**src/rtl/ks_prefix_cell.sv**
```systemverilog
// Kogge-Stone prefix combining cell: merges a high (G,P) group with the adjacent low group.
// Latency: purely combinational, zero cycles.
// Backpressure: none; output follows inputs continuously.
//
// Ports:
//   gh, ph : generate/propagate of the more significant group
//   gl, pl : generate/propagate of the less significant, adjacent group
//   g,  p  : combined group generate/propagate
module ks_prefix_cell (
  input  logic gh,
  input  logic ph,
  input  logic gl,
  input  logic pl,
  output logic g,
  output logic p
);

  assign g = gh | (ph & gl);
  assign p = ph & pl;

endmodule

```
**src/rtl/ks_op_8bit.sv**
```systemverilog
// Kogge-Stone parallel-prefix adder with registered {cout,sum} = a + b + cin.
// Latency: 1 clock from operand sampling to sum/cout; new operands accepted every cycle.
// Backpressure: none; no handshake, result of every cycle is registered unconditionally.
//
// Ports:
//   clk  : clock, all state on rising edge
//   rst  : synchronous active-high reset, clears sum/cout
//   a, b : unsigned WIDTH-bit addends
//   cin  : carry-in
//   sum  : registered WIDTH-bit sum
//   cout : registered carry-out from the MSB
module ks_op_8bit #(
  parameter int WIDTH = 8
) (
  input  logic             clk,
  input  logic             rst,
  input  logic [WIDTH-1:0] a,
  input  logic [WIDTH-1:0] b,
  input  logic             cin,
  output logic [WIDTH-1:0] sum,
  output logic             cout
);

  localparam int LEVELS = $clog2(WIDTH);
  // Prefix positions: position 0 is the virtual bit -1 carrying cin, position j is bit j-1.
  localparam int NPOS   = WIDTH + 1;

  // gs/ps[l][j]: group (G,P) at position j after l levels. Unpacked per bit so each
  // element has a single driver.
  logic gs [0:LEVELS][0:NPOS-1];
  logic ps [0:LEVELS][0:NPOS-1];

  logic [WIDTH-1:0] p_bit;
  logic [WIDTH-1:0] carry;
  logic [WIDTH-1:0] sum_nxt;
  logic             cout_nxt;
  logic             cout_p_unused;

  assign p_bit = a ^ b;

  // Level 0: cin is the generate of the virtual bit, which never propagates.
  assign gs[0][0] = cin;
  assign ps[0][0] = 1'b0;

  generate
    genvar gi, lv, j;

    for (gi = 0; gi < WIDTH; gi++) begin : g_init
      assign gs[0][gi+1] = a[gi] & b[gi];
      assign ps[0][gi+1] = p_bit[gi];
    end

    for (lv = 0; lv < LEVELS; lv++) begin : g_level
      for (j = 0; j < NPOS; j++) begin : g_pos
        if (j >= (1 << lv)) begin : g_cell
          ks_prefix_cell u_cell (
            .gh (gs[lv][j]),
            .ph (ps[lv][j]),
            .gl (gs[lv][j - (1 << lv)]),
            .pl (ps[lv][j - (1 << lv)]),
            .g  (gs[lv+1][j]),
            .p  (ps[lv+1][j])
          );
        end else begin : g_buf
          // Group already reaches the virtual bit; pass through.
          assign gs[lv+1][j] = gs[lv][j];
          assign ps[lv+1][j] = ps[lv][j];
        end
      end
    end

    // After LEVELS levels, positions 0..WIDTH-1 span back to bit -1, so position i
    // holds c[i] = G[i-1:-1].
    for (gi = 0; gi < WIDTH; gi++) begin : g_sum
      assign carry[gi]   = gs[LEVELS][gi];
      assign sum_nxt[gi] = p_bit[gi] ^ carry[gi];
    end
  endgenerate

  // The MSB group spans WIDTH+1 positions, one more than LEVELS levels reach, so
  // fold the top bit's own (g,p) onto c[WIDTH-1] with one more cell.
  ks_prefix_cell u_cout (
    .gh (gs[0][WIDTH]),
    .ph (ps[0][WIDTH]),
    .gl (carry[WIDTH-1]),
    .pl (1'b0),
    .g  (cout_nxt),
    .p  (cout_p_unused)
  );

  always_ff @(posedge clk) begin
    if (rst) begin
      sum  <= '0;
      cout <= 1'b0;
    end else begin
      sum  <= sum_nxt;
      cout <= cout_nxt;
    end
  end

endmodule

```
**config.mk**
```make
export PLATFORM = sky130hd
export DESIGN_NAME = ks_op_8bit
export DESIGN_NICKNAME = d
export VERILOG_FILES = /design/src/rtl/ks_prefix_cell.sv /design/src/rtl/ks_op_8bit.sv
export SDC_FILE = /design/constraint.sdc
export NUM_CORES = 1
export LEC_CHECK = 0
export BUFFER_PORTS_ARGS = -buffer_cell sky130_fd_sc_hd__buf_2
export CORE_UTILIZATION = 40
export CTS_BUF_LIST = sky130_fd_sc_hd__clkbuf_4 sky130_fd_sc_hd__clkbuf_8
export DETAILED_ROUTE_END_ITERATION = 6
export PLACE_DENSITY = 0.74
export SLEW_MARGIN = 20
export SYNTH_ARGS = -nofsm -noshare
export SYNTH_HDL_FRONTEND = slang
export SYNTH_SLANG_ARGS = --single-unit
```
**constraint.sdc**
```tcl
create_clock -name clk -period 2.2 [get_ports clk]
set_clock_uncertainty 0.1 [all_clocks]
set_input_delay 0.11 -clock clk [delete_from_list [all_inputs] [get_ports clk]]
set_output_delay 0.11 -clock clk [all_outputs]
set_load 0.03 [all_outputs]
```
; ---- Word-level counts from Yosys, hierarchy flattened
; Index checks and enable logic that the tools add are counted.
[word_totals]
register_bits = 9
latchBits = 0
ramBits = 0
rom_bits = 0
out_inout_bits = 9
elab_cells = 65
mem_count = 0
[op_classes]
addsub = 0
mul = 0
div = 0
n_lt_le_gt_ge = 0
n_eq_ne = 0
shifts = 0
n_mux = 0
bitwise_logic = 63
n_reduce_logical = 0
[ops]
columns = operator, n
row1 = 1-bit AND, 36
row2 = 1-bit OR, 18
row3 = 1-bit bitwise XOR, 8
row4 = 8-bit bitwise XOR, 1

; ---- Longest topological paths before layout
; Gate-level depths: netlist (run 1).
[logic_depth]
depth_word = 9
mapped_depth = 7
depth_no_buf = 7

; ---- By module
; Synthesis (run 1) repeated with hierarchy kept, for this count alone.
[unflattened]
cells_unflattened = 72
area_unflattened_um2 = 674.4
[modules_own_cells]
columns = module, instances, cells_per_inst, area_per_inst_um2
row1 = ks_op_8bit, 1, 36, 404.1
row2 = ks_prefix_cell, 18, 2, 15.0

; ---- Least setup slack after synthesis (run 1)
; Ideal clock, no wire load.
[synth_path]
path_kind = input -> register
startpoint = in a[3]
endpoint = reg sum[7]
t_arrival_ps = 1693
required_ps = 2036
path_slack_ps = 343
path_stages = 7
n_path_buf = 0
path_cell_list = ha_1 -> a21o_1 -> a21oi_1 -> a21oi_1 -> a211oi_1 -> fa_1 -> nor2_1
[synth_via]
elab_chain_len = 7
[synth_rtl]
columns = element, line
row1 = "start, declared", ks_op_8bit.sv:17  ; input logic [WIDTH-1:0] a,
row2 = 1-bit AND, ks_op_8bit.sv:49  ; assign gs[0][gi+1] = a[gi] & b[gi];
row3 = 1-bit AND, ks_prefix_cell.sv:18  ; assign g = gh | (ph & gl);
row4 = 1-bit OR, ks_prefix_cell.sv:18
row5 = 1-bit AND, ks_prefix_cell.sv:18
row6 = 1-bit OR, ks_prefix_cell.sv:18
row7 = 1-bit OR *, ks_prefix_cell.sv:18
row8 = 1-bit bitwise XOR *, ks_op_8bit.sv:76  ; assign sum_nxt[gi] = p_bit[gi] ^ carry[gi];
row9 = "end signal, assigned", ks_op_8bit.sv:96  ; sum <= sum_nxt;
row10 = "end, declared", ks_op_8bit.sv:20  ; output logic [WIDTH-1:0] sum,
; Mark *: on every way between the ends. The rest lies on a longest branch, timed or not.
; A chain may end at the register's enable or synchronous reset.

; ---- Worst setup path in the final report (run 1)
[layout_path]
startpoint = in a[0]
endpoint = reg sum[7]
[layout_via]
elab_chain_len = 8
[layout_rtl]
columns = element, line
row1 = 8-bit bitwise XOR, ks_op_8bit.sv:39  ; assign p_bit = a ^ b;
row2 = 1-bit AND, ks_prefix_cell.sv:18
row3 = 1-bit OR *, ks_prefix_cell.sv:18
row4 = 1-bit AND *, ks_prefix_cell.sv:18
row5 = 1-bit OR *, ks_prefix_cell.sv:18
row6 = 1-bit AND *, ks_prefix_cell.sv:18
row7 = 1-bit OR *, ks_prefix_cell.sv:18
row8 = 1-bit bitwise XOR *, ks_op_8bit.sv:76
; Marked as above.

==> flow_summary.json, run 1 <==
{
  "postPlaceCellArea_um2": 719,
  "finalCriticalPeriod_ps": 1820,
  "vias": 526,
  "drive_gt1_frac": 0.400,
  "design_area_um2": 749,
  "coreArea_um2": 1300,
  "ys_ff_latch": 9,
  "syn2layout_area_growth_pct": 32.5,
  "setup_tns_ps": 0,
  "hold_buffers": 0,
  "mostFrequentLayoutCells": "buf_2 (27), dfxtp_1 (9), nor2_1 (8)",
  "synth_top_family_by_area": "adder cells",
  "grt_pass1_wl_mm": 1.50,
  "dpl_worst_slack_ps": 124,
  "crit_path_frequent_cell": "fa_1",
  "diodes": 0,
  "critPathBufInv": 1,
  "multiInputGateArea_um2": 370,
  "cts_inserted_buffers": 3,
  "rsz0062_at_grt": "no",
  "setup_viol": 0,
  "min_to": "sum[7]$_SDFF_PP0_",
  "num_io_pins": 28,
  "seqCellArea_um2": 180,
  "finalHoldViolCount": 0,
  "dp_hpwl_um": 836,
  "whs_path_depth": 2,
  "routedWlPerCell_um": 9.50,
  "arrival_ps": 1910,
  "synth_cell_types": 25,
  "slowest_delay_ps": 460,
  "path_clk_slew_ps": 60,
  "cts_setup_buffers": 0,
  "leakagePower_nw": 0.392,
  "synth_mux_area_frac": 0.0199,
  "drc": 0,
  "cp-end-kind": "flip-flop",
  "min_from": "rst",
  "synth_xor_xnor_area_share": 0.0310,
  "synth_warnings": 0,
  "vias_per_cell": 5.01,
  "worstPathRequired_ps": 2290,
  "die_w_um": 39.6,
  "report.final.slew_viol_count": 0,
  "ys.flop_type": "dfxtp_1",
  "grt_start_max_net_pins": 14,
  "avgSynthCellArea_um2": 9.59,
  "synthesis.area_um2": 566,
  "die-area_um2": 1570,
  "synth-adder-area-share": 0.226,
  "drt_iter0_drc": 0,
  "max_slew_margin": 0.815,
  "finish.net_count": 119,
  "cp_top_family": "adder cells",
  "p_per_area_nw_per_um2": 661,
  "die_h_um": 39.6,
  "hold_class": "in -> reg",
  "vdd_drop_max_uv": 247,
  "cts_sinks": 9,
  "cts-root-buf": "clkbuf_4",
  "timing.final.ws_setup_ps": 378,
  "cts_resized": 0,
  "drt_pre_antenna_iters": 1,
  "fmax_mhz": 549,
  "port_buffers": 27,
  "async_reset_ff_frac": 0,
  "cts_max_level": 1,
  "crit_fanout": 3,
  "synth_compound_area_frac": 0.199,
  "n_fill_cell": 131,
  "routabilityCongestion": 0.774,
  "path_class": "in -> reg",
  "cap_violations": 0,
  "worst_slew_pin_slew_ps": 277,
  "synthSimpleGateAreaFrac": 0.179,
  "status": "finished, final reports clean",
  "start_util": 0.435,
  "critPathSlowestCell": "fa_1",
  "rows": 13,
  "cp-start-kind": "primary input",
  "final_common_cell": "buf_2",
  "grt_usage": 0.141,
  "fin_crit_sh": 0.828,
  "cts_buffer_depth": 2,
  "synth_edf_count": 0,
  "drt_wl_total_um": 997,
  "antenna_found_initial": 0,
  "grt.overflow.total": 0,
  "fin_util": 0.576,
  "syn_nets": 87,
  "crit_chain": "buf_2 > fa_1 > a21o_1 > nand4_1 > a21oi_1 > a211oi_1 > fa_1 > nor2_1",
  "synth_cells": 59,
  "cts_tree": "done",
  "yosysSeqAreaShare": 0.319,
  "ant_nets": 0,
  "grt_pass1_vias": 386
}
## per-stage QoR
step	std cells	hold WS, ps	power [W]
after global placement	101	319	0.000364
after CTS	105	62.6	0.000502
after detailed placement	101	324	0.000368
final	105	65.5	0.000495
after floorplan	59	217	0.000316
after global routing	105	83.0	0.000527
## sequential cells by signal, summed over array words and instances (netlist names)
name,count
sum,8
cout,1
## kinds of logic after synthesis
logic type / Yosys count
AO/OA/AOI/OAI: 16
XOR/XNOR: 2
multiplexers: 1
adder cells (fa/ha/maj): 9
buffers and inverters: 3
flip-flops: 9
AND/OR/NAND/NOR: 19
## Yosys cell counts (2+ instances only)
| library cell | number | area share |
|---|---|---|
| dfxtp_1 | 9 | 0.32 |
| nor2_1 | 8 | 0.053 |
| ha_1 | 7 | 0.15 |
| a21o_1 | 5 | 0.066 |
| a21oi_1 | 5 | 0.044 |
| a211oi_1 | 3 | 0.040 |
| fa_1 | 2 | 0.071 |
| inv_1 | 2 | 0.013 |
| nor2b_1 | 2 | 0.022 |
## how the worst max path moves through the flow
| stage | cells after the start | slack (ps) | startpoint | to |
|---|---|---|---|---|
| 2_1_floorplan | 7 | 340 | a[3] | sum[7]$_SDFF_PP0_ |
| 6_report | 8 | 380 | a[0] | sum[7]$_SDFF_PP0_ |
| 3_5_place_dp | 8 | 120 | a[0] | sum[7]$_SDFF_PP0_ |
| 3_3_place_gp | 8 | 170 | a[0] | sum[7]$_SDFF_PP0_ |
| 5_1_grt | 8 | 260 | a[0] | sum[7]$_SDFF_PP0_ |
| 4_1_cts | 8 | 390 | a[0] | sum[7]$_SDFF_PP0_ |
## routing by layer
metal	up-vias	global-route usage	share of wire
met5	-	0	0
met4	0	0.0517	0
met3	0	0.0170	0.047
met2	16	0.225	0.47
met1	233	0.190	0.48
li1	277	-	-
## area by class of cell
cell class,instances,area share
repair buffers,28,0.190
well taps,15,0.0250
inverters,2,0.0100
flip-flops and latches,9,0.240
clock buffers,4,0.0401
multi-input cells,47,0.494
## power breakdown
part           switching, W  internal [W]
Combinational      0.000104     0.0000728
Sequential       0.00000354      0.000183
Clock             0.0000504     0.0000817
Total              0.000158      0.000338
Power figures use the tool's default switching activity.
==> run 2, diff against run 1 <==
Settings changed: ABC_AREA set to 1, PLACE_DENSITY 0.74 to 0.76.
Clock period 2.2 ns to 1.6 ns, I/O delays scaled along.
==> run 2 against run 1 <==
- clock power increased by 50%
- sequential cell count unchanged
- count of clock-buffer cells in the layout unchanged
- final cell count increased by 29%
- routed wire length increased by 12%
- die area increased by 4.0%
- non-clock buffer count increased by 6
- global-route usage increased by 2.3 points
- via count increased by 12%
- sequential power increased by 36%
- total power increased by 44%
- largest cell class unchanged
- largest power group is now combinational logic
==> flow_summary.json, run 2 <==
{
  "synth.area.top_cells": "dfxtp_1 (31%), ha_1 (15%), nand2_1 (13%)",
  "die-area_um2": 1630,
  "vdd_drop_max_uv": 448,
  "dp_cells": 130,
  "worst_slew_pin_slew_ps": 166,
  "syn_nets": 110,
  "syn2layout_area_growth_pct": 41.0,
  "synthDominantCellAreaShare": 0.306,
  "report.final.slew_viol_count": 0,
  "cts_buffer_depth": 2,
  "finish.net_count": 149,
  "rsz0062_at_grt": "no",
  "routedWlPerCell_um": 8.25,
  "dpl_worst_slack_ps": -156,
  "drt_iter0_drc": 6,
  "yosysTopAreaCell": "dfxtp_1",
  "crit_fanout": 2,
  "die_h_um": 40.4,
  "vias_per_cell": 4.36,
  "cap_violations": 0,
  "path_class": "in -> reg",
  "drive_gt1_frac": 0.375,
  "synth_cell_types": 18,
  "max_slew_margin": 0.889,
  "routabilityCongestion": 0.797,
  "synthesis.area_um2": 589,
  "critPathSlowestCell": "fa_1",
  "final_common_cell": "buf_2",
  "finalCriticalPeriod_ps": 1440,
  "coreArea_um2": 1330,
  "stdcell_count": 135,
  "die_w_um": 40.4,
  "dp_hpwl_um": 929,
  "worstPathRequired_ps": 1700,
  "cp-end-kind": "flip-flop",
  "drt_wl_total_mm": 1.11,
  "port_buffers": 27,
  "synth_most_common_cell": "nand2_1",
  "status": "finished, final reports clean",
  "ys_ff_latch": 9,
  "cts_inserted_buffers": 3,
  "slowest_delay_ps": 400,
  "arrival_ps": 1540,
  "async_reset_ff_frac": 0,
  "synth_edf_count": 0,
  "largest_register_ffs": 8,
  "grt.overflow.total": 0,
  "grt_pass1_wl_mm": 1.79,
  "rows": 13,
  "drc": 0,
  "busiest_layer": "met2",
  "postPlaceCellArea_um2": 788,
  "fin_crit_sh": 0.898,
  "grt_start_max_net_pins": 7,
  "path_clk_slew_ps": 60,
  "ant_nets": 0,
  "diodes": 0,
  "synth_cells": 82,
  "start_util": 0.442,
  "cts_sinks": 9,
  "cts-root-buf": "clkbuf_4",
  "cp-start-kind": "primary input",
  "yosysSeqAreaShare": 0.306,
  "cts_tree": "done",
  "grt_use_met1": 0.212,
  "hold_class": "in -> reg",
  "grt_usage": 0.164,
  "cts_max_level": 1,
  "crit_chain": "buf_2 > ha_1 > or2_1 > nand3_2 > nand2_2 > nand2_2 > nand2_1 > nand2_1 > fa_1 > nor2_1",
  "synth_warnings": 0,
  "fmax_mhz": 696,
  "grtUsageMet3": 0.0500,
  "drt_pre_antenna_iters": 2,
  "use_met2": 0.258,
  "leakagePower_nw": 0.488,
  "vias": 588,
  "synth.top_cells.by_count": "nand2_1 (20), nor2_1 (15), inv_1 (10)",
  "design_area_um2": 831,
  "setup_viol": 0,
  "num_io_pins": 28,
  "cts_setup_buffers": 0,
  "mostFrequentLayoutCells": "buf_2 (27), nand2_1 (20), nor2_1 (15)",
  "top_regs": "sum: 8 flops, cout: 1 flops",
  "timing.final.ws_setup_ps": 163,
  "grt_pass1_vias": 491,
  "ys.flop_type": "dfxtp_1",
  "p_per_area_nw_per_um2": 856,
  "avgSynthCellArea_um2": 7.19,
  "top_register": "sum",
  "finalHoldViolCount": 0,
  "antenna_found_initial": 0
}
==> run 2: cell count changes after synthesis, sizes merged, moves of 2 or more <==
cell    change
a211oi      -3
a21o        -5
inv         +9
nand2      +21
nand3       +3
nor2        +7
nor2b       -2
or2         +3
==> run 2: area by class of cell <==
| cell class | count | area (µm²) |
|---|---|---|
| timing repair buffer | 34 | 190 |
| tap | 15 | 18.8 |
| inverter | 12 | 45.0 |
| fill | 125 | 503 |
| sequential | 9 | 180 |
| multi-input combinational | 61 | 367 |
| clock buffer | 4 | 30.0 |
==> run 2: kinds of logic (layout without fill, tap and decap cells) <==
family,Yosys count,count (layout),share of synthesized area
and+or+nand+nor,46,46,0.350
buffers and inverters,12,50,0.0764
AOI/OAI and AO/OA,6,6,0.0509
DFF,9,9,0.306
adders and majority gates,9,9,0.217
==> run 2: final timing paths <==
kind | startpoint | endpoint | slack (ps) | cells after the start
worst max-delay path | a[2] | sum[7]$_SDFF_PP0_ | 160 | 10
worst min-delay path | b[7] | sum[7]$_SDFF_PP0_ | 120 | 4
==> run 2: per-layer routing <==
metal / wire [µm] / part of all wire / vias to the layer above
li1: - / - / 330
met1: 550 / 0.49 / 239
met2: 486 / 0.44 / 19
met3: 77 / 0.069 / 0
met4: 0 / 0 / 0
met5: 0 / 0 / -
==> run 2: power breakdown <==
part / internal (W) / total [W] / switching, W
sequential: 0.000250 / 0.000254 / 0.00000455
clock: 0.000113 / 0.000198 / 0.0000851
combinational: 0.000107 / 0.000259 / 0.000151
total: 0.000470 / 0.000711 / 0.000241
==> run 2: what timing repair did <==
action                     CTS  global route
resized for setup            0             1
setup endpoints to repair    0             1
hold endpoints to repair     3             0
hold buffers                 1             0
==> run 2: worst max-delay path: cells and delay by family <==
family	cells	cell delay, ps
adder cells (fa/ha/maj)	2	690
buffers and inverters	1	100
AND/OR/NAND/NOR	7	660
==> run 2: metrics by stage <==
stage          power (W)  hold slack, ps  TNS (ps)   util
3_3_place_gp    0.000513             191      -136  0.591
3_5_place_dp    0.000516             194      -156  0.591
6_report        0.000711             117         0  0.623
2_1_floorplan   0.000432            46.7         0      -
5_1_grt         0.000756             147         0  0.623
4_1_cts         0.000713             109         0  0.621
==> run 3, diff against run 2 <==
Settings changed: BUFFER_PORTS_ARGS -buffer_cell sky130_fd_sc_hd__buf_2 to unset, CTS_CLUSTER_DIAMETER set to 30, DONT_BUFFER_PORTS set to 1, PLACE_DENSITY 0.76 to 0.59.
==> run 3 against run 2 <==
- sequential power grew 22%
- first-iteration DRC count increased by 33%
- sequential share of layout area is 4.8 points higher
- die area unchanged
- largest cell class unchanged
- total power fell by 7.8%
- largest power group is now sequential cells
- critical path depth stayed put
- core utilization decreased by 11 points
==> flow_summary.json, run 3 (synthesis gave the netlist of run 2 again) <==
{
  "fin_util": 0.510,
  "cts_inserted_buffers": 3,
  "max_slew_margin": 0.801,
  "wl_met1_um": 440,
  "p_per_area_nw_per_um2": 963,
  "worstPathRequired_ps": 1690,
  "syn2layout_area_growth_pct": 15.5,
  "path_clk_slew_ps": 50,
  "min_from": "b[7]",
  "arrival_ps": 1470,
  "wl_met2_um": 449,
  "worst_slew_pin_slew_ps": 298,
  "path_class": "in -> reg",
  "vdd_drop_max_uv": 433,
  "drt_iter0_drc": 8,
  "highest_layer": "met3",
  "route.met3.wl_um": 78,
  "fmax_mhz": 722,
  "grt_usage": 0.151,
  "vias_per_cell": 4.63,
  "die-area_um2": 1630,
  "cts_max_level": 1,
  "crit_fanout": 2,
  "grt_pass1_vias": 420,
  "stdcell_count": 106,
  "final_common_cell": "nand2_1",
  "finish.net_count": 120,
  "finalCriticalPeriod_ps": 1390,
  "dp_cells": 100,
  "rows": 13,
  "rsz0062_at_grt": "no",
  "cts_buffer_depth": 2,
  "vias": 491,
  "drt_pre_antenna_iters": 3,
  "min_to": "sum[7]$_SDFF_PP0_",
  "top_regs": "sum: 8 flops, cout: 1 flops",
  "coreArea_um2": 1330,
  "whs_path_depth": 3,
  "start_util": 0.442,
  "grt_start_max_net_pins": 7,
  "routabilityCongestion": 0.791,
  "num_io_pins": 28,
  "die_h_um": 40.4,
  "fin_crit_sh": 0.866,
  "grt_pass1_wl_mm": 1.57,
  "routedWlPerCell_um": 9.14,
  "largest_register_ffs": 8,
  "setup_tns_ps": 0,
  "dp_hpwl_um": 792,
  "status": "finished, final reports clean",
  "drt_wl_total_um": 969,
  "port_buffers": 0,
  "cp-start-kind": "primary input",
  "grt.overflow.total": 0,
  "cp-end-kind": "flip-flop",
  "drc": 0,
  "cts_sinks": 9,
  "hold_class": "in -> reg",
  "diodes": 0,
  "setup_viol": 0,
  "report.final.slew_viol_count": 0,
  "cts_tree": "done",
  "cts-root-buf": "clkbuf_4",
  "mostFrequentLayoutCells": "nand2_1 (20), nor2_1 (15), inv_1 (10)",
  "die_w_um": 40.4,
  "finalHoldViolCount": 0,
  "ant_nets": 0,
  "antenna_found_initial": 0,
  "leakagePower_nw": 0.367,
  "cap_violations": 0,
  "cts_setup_buffers": 0,
  "drive_gt1_frac": 0.154,
  "top_register": "sum"
}
## run 3: cell types whose count changed in the layout (fill, tap and decap cells not counted), sizes merged
cell,delta
buf,-30
dlygate4sd3,+1
## run 3: critical path, cell delays in order
cell and delay (ps):
fa_1 420, nand2_1 90, nand2_1 80, nand3_2 70, nand2_2 50, nand2_2 60
nand2_1 50, nand2_1 70, fa_1 400, nor2_1 100
## run 3: layer usage
layer  vias up  track usage
met5         -            0
met4         0       0.0500
met3         0       0.0889
met2        19        0.242
met1       200        0.164
li1        272            -
## run 3: area by class of cell
class,count,area (µm²)
inverter,12,45.0
tap,15,18.8
multi-input combinational,61,364
timing repair buffer,5,42.5
clock buffer,4,30.0
sequential,9,180
fill,139,653
## run 3: stage by stage
step                setup WS, ps  power, W  hold slack [ps]  instance area [µm²]
floorplan                   24.5  0.000432             46.7                  589
global placement           -22.1  0.000463             48.0                  631
detailed placement         -40.6  0.000463             51.1                  631
CTS                          209  0.000663             21.9                  681
global route                 107  0.000703             41.7                  681
finish                       215  0.000655             23.1                  681
## run 3: repair_timing
action | in CTS | in global routing
gates resized for setup | 0 | 0
endpoints found under the hold margin | 9 | 0
hold buffers | 2 | 0
## run 3: where the power goes
part	leakage [nW]	switching, W	internal (W)
logic	0.273	0.0000816	0.0000722
clock network	0.0184	0.0000780	0.000113
registers	0.0751	0.0000601	0.000251
total	0.367	0.000220	0.000436
## run 3: worst max path at each step
stage / from / cells after the start / to / slack (ps)
after floorplan: a[2] / 9 / sum[7]$_SDFF_PP0_ / 20
after global placement: a[0] / 10 / sum[7]$_SDFF_PP0_ / -20
final: a[0] / 10 / sum[7]$_SDFF_PP0_ / 210
after detailed placement: a[0] / 10 / sum[7]$_SDFF_PP0_ / -40
after CTS: a[0] / 10 / sum[7]$_SDFF_PP0_ / 210
after global routing: a[0] / 10 / sum[7]$_SDFF_PP0_ / 110
